<file path="src/rtl/wavelet_tap_buffer.sv">
// -----------------------------------------------------------------------------
// wavelet_tap_buffer
//
// Upstream feeder for a wavelet FIR stage. Accepted samples are shifted into a
// NUM_ELEM-deep sliding window, which is presented as a packed tap vector.
// When the window is full, a one-cycle start strobe is issued. After that, a
// strobe is issued once every DECIMATE accepted samples. All FIRs that share
// the same window can be driven by a single instance.
//
// Parameters:
//   BITS_PER_ELEM  width of one signed sample (matches the FIR)
//   NUM_ELEM       window depth in samples, >= 2 (matches the FIR)
//   DECIMATE       accepted samples per start strobe once primed, >= 1
//
// Ports:
//   clk            rising-edge clock
//   rst            asynchronous reset, active low
//   i_value        incoming sample (passed through bit-exact, sign included)
//   i_value_valid  i_value is accepted on every rising edge where this is high
//   i_clear        synchronous flush of the window and the counters;
//                  takes priority over i_value_valid
//   o_taps         packed window: element 0 (LSBs) is the newest sample,
//                  element NUM_ELEM-1 is the oldest sample
//   o_start_calc   one-cycle strobe for the FIR's i_start_calc input
//   o_primed       high once NUM_ELEM samples have been accepted since
//                  reset or clear
// -----------------------------------------------------------------------------
module wavelet_tap_buffer #(
  parameter int BITS_PER_ELEM = 8,
  parameter int NUM_ELEM      = 7,
  parameter int DECIMATE      = 1
) (
  input  logic                              clk,
  input  logic                              rst,
  input  logic [BITS_PER_ELEM-1:0]          i_value,
  input  logic                              i_value_valid,
  input  logic                              i_clear,
  output logic [NUM_ELEM*BITS_PER_ELEM-1:0] o_taps,
  output logic                              o_start_calc,
  output logic                              o_primed
);

  localparam int TAPS_W = NUM_ELEM * BITS_PER_ELEM;
  localparam int FILL_W = $clog2(NUM_ELEM + 1);
  localparam int DEC_W  = $clog2(DECIMATE) + 1;

  localparam logic [FILL_W-1:0] FILL_LAST = FILL_W'(NUM_ELEM - 1);
  localparam logic [FILL_W-1:0] FILL_FULL = FILL_W'(NUM_ELEM);
  localparam logic [FILL_W-1:0] FILL_ONE  = FILL_W'(1);
  localparam logic [DEC_W-1:0]  DEC_LAST  = DEC_W'(DECIMATE - 1);
  localparam logic [DEC_W-1:0]  DEC_ONE   = DEC_W'(1);

  typedef enum logic {
    ST_FILL = 1'b0,
    ST_RUN  = 1'b1
  } state_t;

  state_t              state_reg;
  logic [TAPS_W-1:0]   taps_reg;
  logic [TAPS_W-1:0]   taps_shift_next;
  logic [FILL_W-1:0]   fill_cnt_reg;
  logic [DEC_W-1:0]    dec_cnt_reg;
  logic                start_reg;
  logic                primed_reg;

  // Window after one accept. Each element takes the value of its younger
  // neighbour, and the new sample lands in element 0.
  assign taps_shift_next[BITS_PER_ELEM-1:0] = i_value;

  generate
    for (genvar gi = 1; gi < NUM_ELEM; gi++) begin : g_shift
      assign taps_shift_next[gi*BITS_PER_ELEM +: BITS_PER_ELEM] =
        taps_reg[(gi-1)*BITS_PER_ELEM +: BITS_PER_ELEM];
    end
  endgenerate

  // The window, the counters, the FSM and both flags all update on the same
  // edge. While o_start_calc is high, o_taps therefore already holds the
  // sample that triggered the strobe.
  always_ff @(posedge clk or negedge rst) begin
    if (!rst) begin
      state_reg    <= ST_FILL;
      taps_reg     <= '0;
      fill_cnt_reg <= '0;
      dec_cnt_reg  <= '0;
      start_reg    <= 1'b0;
      primed_reg   <= 1'b0;
    end else if (i_clear) begin
      // A sample that arrives in the same cycle as a clear is discarded.
      state_reg    <= ST_FILL;
      taps_reg     <= '0;
      fill_cnt_reg <= '0;
      dec_cnt_reg  <= '0;
      start_reg    <= 1'b0;
      primed_reg   <= 1'b0;
    end else begin
      // The strobe lasts one cycle. It is set again only by the accept
      // that qualifies for a strobe.
      start_reg <= 1'b0;
      if (i_value_valid) begin
        taps_reg <= taps_shift_next;
        unique case (state_reg)
          ST_FILL: begin
            if (fill_cnt_reg == FILL_LAST) begin
              // This accept completes the window.
              fill_cnt_reg <= FILL_FULL;
              state_reg    <= ST_RUN;
              primed_reg   <= 1'b1;
              start_reg    <= 1'b1;
            end else begin
              fill_cnt_reg <= fill_cnt_reg + FILL_ONE;
            end
          end
          ST_RUN: begin
            // In RUN, fill_cnt_reg stays saturated at NUM_ELEM. The
            // decimation phase restarts from 0 after the priming strobe.
            if (dec_cnt_reg == DEC_LAST) begin
              dec_cnt_reg <= '0;
              start_reg   <= 1'b1;
            end else begin
              dec_cnt_reg <= dec_cnt_reg + DEC_ONE;
            end
          end
          default: begin
            state_reg <= ST_FILL;
          end
        endcase
      end
    end
  end

  assign o_taps       = taps_reg;
  assign o_start_calc = start_reg;
  assign o_primed     = primed_reg;

endmodule

</file>
<file path="config.mk">
export PLATFORM = sky130hd
export DESIGN_NAME = wavelet_tap_buffer
export DESIGN_NICKNAME = d
export VERILOG_FILES = /design/src/rtl/wavelet_tap_buffer.sv
export SDC_FILE = /design/constraint.sdc
export NUM_CORES = 1
export LEC_CHECK = 0
export BUFFER_PORTS_ARGS = -buffer_cell sky130_fd_sc_hd__buf_2
export CAP_MARGIN = 20
export CORE_MARGIN = 8
export CORE_UTILIZATION = 52
export DETAILED_ROUTE_END_ITERATION = 16
export GPL_TIMING_DRIVEN = 0
export PLACE_DENSITY = 0.79
export SLEW_MARGIN = 40
export SYNTH_ARGS = -nofsm -noshare
export SYNTH_HDL_FRONTEND = slang
export SYNTH_SLANG_ARGS = --single-unit
export TNS_END_PERCENT = 100
</file>
<file path="constraint.sdc">
create_clock -name clk -period 1.29 [get_ports clk]
set_clock_uncertainty 0.1 [all_clocks]
set_input_delay 0.387 -clock clk [delete_from_list [all_inputs] [get_ports clk]]
set_output_delay 0.387 -clock clk [all_outputs]
set_load 0.02 [all_outputs]
</file>
==> results of run 1 <==
==> logic make-up after synthesis <==
kind of cell               Yosys count  share of synthesized area
and+or+nand+nor                     64                      0.106
DFF                                 62                      0.604
muxes                               57                      0.222
buffers and inverters               16                     0.0467
AOI/OAI and AO/OA                    4                    0.00876
adders and majority gates            2                    0.00974
xor gates and xnor gates             1                    0.00341
==> synth_stat cells <==
library cell / count / share of area
sky130_fd_sc_hd__dfrtp_1: 62 / 0.60
sky130_fd_sc_hd__nor2_1: 60 / 0.088
sky130_fd_sc_hd__mux2i_1: 57 / 0.22
sky130_fd_sc_hd__buf_4: 4 / 0.012
sky130_fd_sc_hd__clkbuf_1: 4 / 0.0058
sky130_fd_sc_hd__a21oi_1: 2 / 0.0039
sky130_fd_sc_hd__a31oi_1: 2 / 0.0049
sky130_fd_sc_hd__buf_1: 2 / 0.0029
sky130_fd_sc_hd__buf_12: 2 / 0.016
sky130_fd_sc_hd__ha_1: 2 / 0.0097
sky130_fd_sc_hd__inv_1: 2 / 0.0029
sky130_fd_sc_hd__and4b_1: 1 / 0.0039
sky130_fd_sc_hd__buf_2: 1 / 0.0019
sky130_fd_sc_hd__buf_8: 1 / 0.0058
sky130_fd_sc_hd__nor2b_4: 1 / 0.0054
sky130_fd_sc_hd__nor3_2: 1 / 0.0039
sky130_fd_sc_hd__nor3b_2: 1 / 0.0049
sky130_fd_sc_hd__xnor2_1: 1 / 0.0034
==> final timing paths <==
kind / from / to / depth (start not counted)
max: o_taps[46] / o_taps[46] / 1
min: i_value[1] / o_taps[1] / 3
max reg2reg: fill_cnt_reg[0] / fill_cnt_reg[2] / 4
min reg2reg: o_primed / o_primed / 2
max in group asynchronous: rst / o_taps[20] / 2
min in group asynchronous: rst / o_taps[28] / 2
==> timing repair <==
| action | 4_1_cts | 5_1_grt |
|---|---|---|
| hold buffers | 0 | 1 |
| endpoints found under the setup margin | 58 | 58 |
| pin swaps | 0 | 0 |
| setup buffers | 43 | 15 |
| endpoints found under the hold margin | 0 | 62 |
| gates resized for setup | 116 | 0 |
==> power by group <==
group	leakage [nW]	switching, W	total [W]	internal (W)
sequential	0.857	0.0000311	0.00201	0.00198
combinational	1.25	0.000226	0.000426	0.000199
clock	0.0996	0.000744	0.00174	0.000996
==> area by class of cell <==
class / instances / area (um2)
repair buffers: 126 / 1150
well taps: 67 / 83.8
inverters: 2 / 7.51
fillers: 229 / 749
plain buffers: 14 / 113
flip-flops and latches: 62 / 1550
clock inverters: 3 / 42.5
multi-input cells: 128 / 898
clock buffers: 13 / 159
==> layer usage <==
metal  vias to the layer above  routed length (um)  track usage
li1                        961                   -            -
met1                      1000                2890        0.220
met2                        62                3550        0.321
met3                        15                 356       0.0510
met4                         0                 166       0.0939
met5                         -                   0            0
==> per-stage QoR <==
stage,setup TNS [ns],hold slack (ns)
floorplan,0,-0.00859
global placement,-26.77,0.395
detailed placement,-0.735,0.406
CTS,-4.54,0.0401
global route,-5.53,0.209
finish,-4.48,0.186
==> impl_metrics.yaml, run 1 <==
status:
  run_status: "finished with violations"
  failed_checks: "negative setup slack"
detailed_routing:
  postRouteAntennaNets: 0
  routed_wire_length_per_instance_um: 16.8
  drt_first_iter_violations: 120
  detail_route.vias_per_cell: 4.91
  drc: 0
  vias: 2038
  total_wire_length_after_detailed_routing_mm: 6.97
  dr.pass1.iters: 4
place:
  post-dp-hpwl_mm: 3.86
  dp_slack_ns: -0.0365
  routabilityCongestion: 0.737
  port_buffers: 67
  post-place-cells: 340
  placed_cell_area_um2: 2990
flow_run:
  drv_cap: 0
sta:
  max_slew_headroom: 0.633
  final.period_utilization: 1.10
  maxSlewViolCount: 0
  layout_min_cycle_time_ns: 1.41
  final-setup-viol-count: 58
  setup_repair_after_global_routing_missed_its_margin: "true"
  finalHoldViolCount: 0
  timing.final.ws_setup_ns: -0.124
  least_margin_pin_slew_ns: 0.551
  max_clock_freq_mhz: 707
floorplan:
  die_area_um2: 7450
  floorplan.core_area_um2: 4750
  dieHeight_um: 86.3
  fp-row-count: 25
  die_x_extent_um: 86.3
  design.portCount: 70
  initial_core_util: 0.541
clocking:
  tritoncts: "built"
  ctsRootBufferMaster: "sky130_fd_sc_hd__clkbuf_8"
  clock_insertion_delay_worst_skew_ns: 0.34
  clk_pin_slew_worst_paths_ns: 0.07
  numCtsBuffers: 9
  clock_path_buffers: 2
  cts.sinks: 62
  cts_max_level: 3
power:
  vdd_ir_drop_max_v: 0.000869
  post-layout-total-power_w: 0.00418
  pwr_dens_nw_per_um2: 1040
  static_leakage_power_nw: 2.20
synthesis:
  netlist_area_um2: 2570
  share_of_the_yosys_chip_area_belonging_to_registers: 0.604
  synthDistinctLibCells: 18
  ys_seq_elements: 62
  ys_warn_count: 0
  synth_nets: 220
  syn_area_per_cell_um2: 12.5
  netlist_instances: 206
cells_and_area:
  fin_util: 0.842
  final_design_area_no_fill_um2: 4010
  post_route_cells_drive_above_1_share: 0.431
  n_antenna_cell: 0
  layout.cells.most_common_list: "62 x sky130_fd_sc_hd__buf_4, 62 x sky130_fd_sc_hd__dfrtp_1, 60 x sky130_fd_sc_hd__nor2_1, 59 x sky130_fd_sc_hd__buf_6, 57 x sky130_fd_sc_hd__mux2i_1"
  final_cell_count_no_fill: 415
  syn_to_final_growth_pct: 55.8
  final_nets: 357
  largest_reg_flops: 56
global_route:
  first_global_vias: 2174
  grt_antenna_before_repair: 0
  grt_first_pass_wirelength_mm: 10.9
  grt_max_degree: 63
  grt_use_total: 0.191
  grt_overflow: 0
worst_setup_path:
  cpLargestDelayFamily: "flip-flops"
  cp_cell_sequence: "buf_6"
  slowest_library_cell_on_the_worst_path: "sky130_fd_sc_hd__dfrtp_1"
  crit_required_ns: 0.80
  cp.arrival_ns: 0.93
  cp_num_buf_inv: 1
  critPathMaxStageDelay_ns: 0.43
  critical_path_start_type: "flop"
  highest_net_fanout_along_the_worst_path: 3
  crit_path_capture_type: "output port"
  worst-setup-path-type: "flop to output port"
  timing.reg2reg.setup_slack_ns: 0.07
worst_hold_path:
  min-delay-path-class: "input port to flop"
No activity file was read; power rests on OpenSTA's default activity.
==> run 2: changes to the inputs <==
--- a/config.mk
+++ b/config.mk
@@ -7,6 +7,7 @@
 export LEC_CHECK = 0
 export BUFFER_PORTS_ARGS = -buffer_cell sky130_fd_sc_hd__buf_2
 export CAP_MARGIN = 20
+export CORE_ASPECT_RATIO = 1.2
 export CORE_MARGIN = 8
 export CORE_UTILIZATION = 52
 export DETAILED_ROUTE_END_ITERATION = 16
==> impl_metrics.yaml, run 2 (synthesis gave the netlist of run 1 again) <==
status:
  run_status: "finished with violations"
  failed_checks: "negative setup slack"
sta:
  least_margin_pin_slew_ns: 0.477
  layout_min_cycle_time_ns: 1.39
  setup_repair_after_global_routing_missed_its_margin: "true"
  max_slew_headroom: 0.682
  timing.final.ws_setup_ns: -0.104
  maxSlewViolCount: 0
  max_clock_freq_mhz: 718
  tns_ns: -3.41
  final-setup-viol-count: 58
  final.period_utilization: 1.08
  finalHoldViolCount: 0
global_route:
  grt_first_pass_wirelength_mm: 10.7
  grt_use_total: 0.188
  first_global_vias: 2112
  grt_antenna_before_repair: 0
  grt_max_degree: 63
  grt_overflow: 0
power:
  pwr_dens_nw_per_um2: 1040
  share_clk_of_total_power: 0.407
  combinationalPowerShare: 0.109
  vdd_ir_drop_max_v: 0.00118
  netSwitchingFraction: 0.235
  static_leakage_power_nw: 2.19
  internal-power_w: 0.00318
  power_switching_w: 0.000976
  sequential_share_of_power: 0.485
floorplan:
  design.portCount: 70
  die_area_um2: 7460
  die_x_extent_um: 80.2
  dieHeight_um: 93.0
  initial_core_util: 0.532
  floorplan.core_area_um2: 4830
  fp-row-count: 28
cells_and_area:
  regArea_um2: 1550
  n_antenna_cell: 0
  post_route_cells_drive_above_1_share: 0.432
  multi_input_gate_area_in_the_final_layout_um2: 911
  mostFrequentLayoutCell: "sky130_fd_sc_hd__dfrtp_1"
  fin_util: 0.826
  n_fill_cell: 258
  syn_to_final_growth_pct: 55.4
  layout.cells.most_common_list: "62 x sky130_fd_sc_hd__dfrtp_1, 60 x sky130_fd_sc_hd__nor2_1, 59 x sky130_fd_sc_hd__buf_4, 58 x sky130_fd_sc_hd__buf_6, 57 x sky130_fd_sc_hd__mux2i_1"
  largest_reg_flops: 56
  final_nets: 354
worst_setup_path:
  cp.arrival_ns: 0.91
  worst-setup-path-type: "flop to output port"
  critical_path_start_type: "flop"
  r2r.worst_path.cells: 5
  crit_required_ns: 0.80
  regToRegEndpoint: "fill_cnt_reg[1]"
  critPathMaxStageDelay_ns: 0.43
  cp_cell_sequence: "buf_6"
  highest_net_fanout_along_the_worst_path: 3
  setup.worst_path.end: "o_taps[12]"
  cp_num_buf_inv: 1
  crit_start: "o_taps[12]"
  cp.depth: 1
  rr_startpoint: "fill_cnt_reg[0]"
  timing.reg2reg.setup_slack_ns: 0.11
  slowest_library_cell_on_the_worst_path: "sky130_fd_sc_hd__dfrtp_1"
  crit_path_capture_type: "output port"
  cpLargestDelayFamily: "flip-flops"
place:
  port_buffers: 67
  routabilityCongestion: 0.760
  post-dp-hpwl_mm: 3.94
  dp_slack_ns: -0.0493
clocking:
  cts_max_level: 3
  numCtsBuffers: 9
  tritoncts: "built"
  cts.sinks: 62
  clk_pin_slew_worst_paths_ns: 0.07
  ctsRootBufferMaster: "sky130_fd_sc_hd__clkbuf_8"
  clock_insertion_delay_worst_skew_ns: 0.32
  clock_path_buffers: 2
detailed_routing:
  total_wire_length_after_detailed_routing_mm: 7.23
  detail_route.vias_per_cell: 5.12
  postRouteAntennaNets: 0
  dr.pass1.iters: 4
  drt_first_iter_violations: 53
  vias: 2072
  drc: 0
  routed_wire_length_per_instance_um: 17.9
worst_hold_path:
  min-delay-path-class: "input port to flop"
flow_run:
  drv_cap: 0
==> run 2: changes by cell type in the layout (fill, tap and decap cells not counted) <==
cell and delta:
sky130_fd_sc_hd__clkbuf_1 -1, sky130_fd_sc_hd__buf_12 +1, sky130_fd_sc_hd__buf_6 -1, sky130_fd_sc_hd__clkinv_2 +2, sky130_fd_sc_hd__clkinvlp_4 -1, sky130_fd_sc_hd__buf_4 -3
sky130_fd_sc_hd__ha_4 +1, sky130_fd_sc_hd__ha_1 -1
==> run 2: tightest hold or removal path, cell delays in order <==
cell                      delay, ns
sky130_fd_sc_hd__buf_2         0.08
sky130_fd_sc_hd__mux2i_1       0.05
sky130_fd_sc_hd__nor2_1        0.07
==> run 2: repair_timing <==
| item | CTS | global route |
|---|---|---|
| hold buffers | 0 | 1 |
| setup buffers | 44 | 10 |
| gates cloned | 0 | 0 |
| hold endpoints to repair | 0 | 30 |
| endpoints found under the setup margin | 58 | 59 |
| resized for setup | 116 | 2 |
==> run 2: routing by layer <==
metal	GRT usage	vias up	wire length, um
met1	0.210	1038	2770
met2	0.321	69	3970
li1	-	952	-
met3	0.0528	13	348
met4	0.0927	0	144
met5	0	-	0
==> run 2: layout make-up <==
cell class                      count  share of cell area
Clock buffer                       12              0.0388
Buffer                             14              0.0282
Tap cell                           60              0.0188
Timing Repair Buffer              123               0.284
Clock inverter                      4              0.0113
Multi-Input combinational cell    128               0.228
Inverter                            2             0.00188
Sequential cell                    62               0.388
==> run 2: worst min-delay path by stage <==
stage	cells past startpoint	startpoint	slack, ns	end
after detailed placement	1	rst	0.41	fill_cnt_reg[0]
after CTS	1	rst	0.06	o_taps[55]
after global placement	2	o_primed	0.39	o_primed
after global routing	3	i_value[3]	0.19	o_taps[3]
final	3	i_value[2]	0.20	o_taps[2]
after floorplan	0	rst	-0.009	fill_cnt_reg[0]
==> run 2: stage by stage <==
step	power (W)	cells	cell area, um2	hold WS [ns]
2_1_floorplan	0.00226	206	2570	-0.00859
3_3_place_gp	0.00237	333	2980	0.386
3_5_place_dp	0.00238	333	2980	0.408
4_1_cts	0.00414	393	3880	0.0559
5_1_grt	0.00432	405	3990	0.189
6_report	0.00416	405	3990	0.201
==> run 2: power by group through the flow <==
stage | logic, W | clock network (W) | registers (W)
floorplan | 0.000181 | 0 | 0.00208
global placement | 0.000330 | 0 | 0.00204
detailed placement | 0.000337 | 0 | 0.00205
CTS | 0.000412 | 0.00172 | 0.00201
global route | 0.000487 | 0.00181 | 0.00202
finish | 0.000452 | 0.00169 | 0.00201
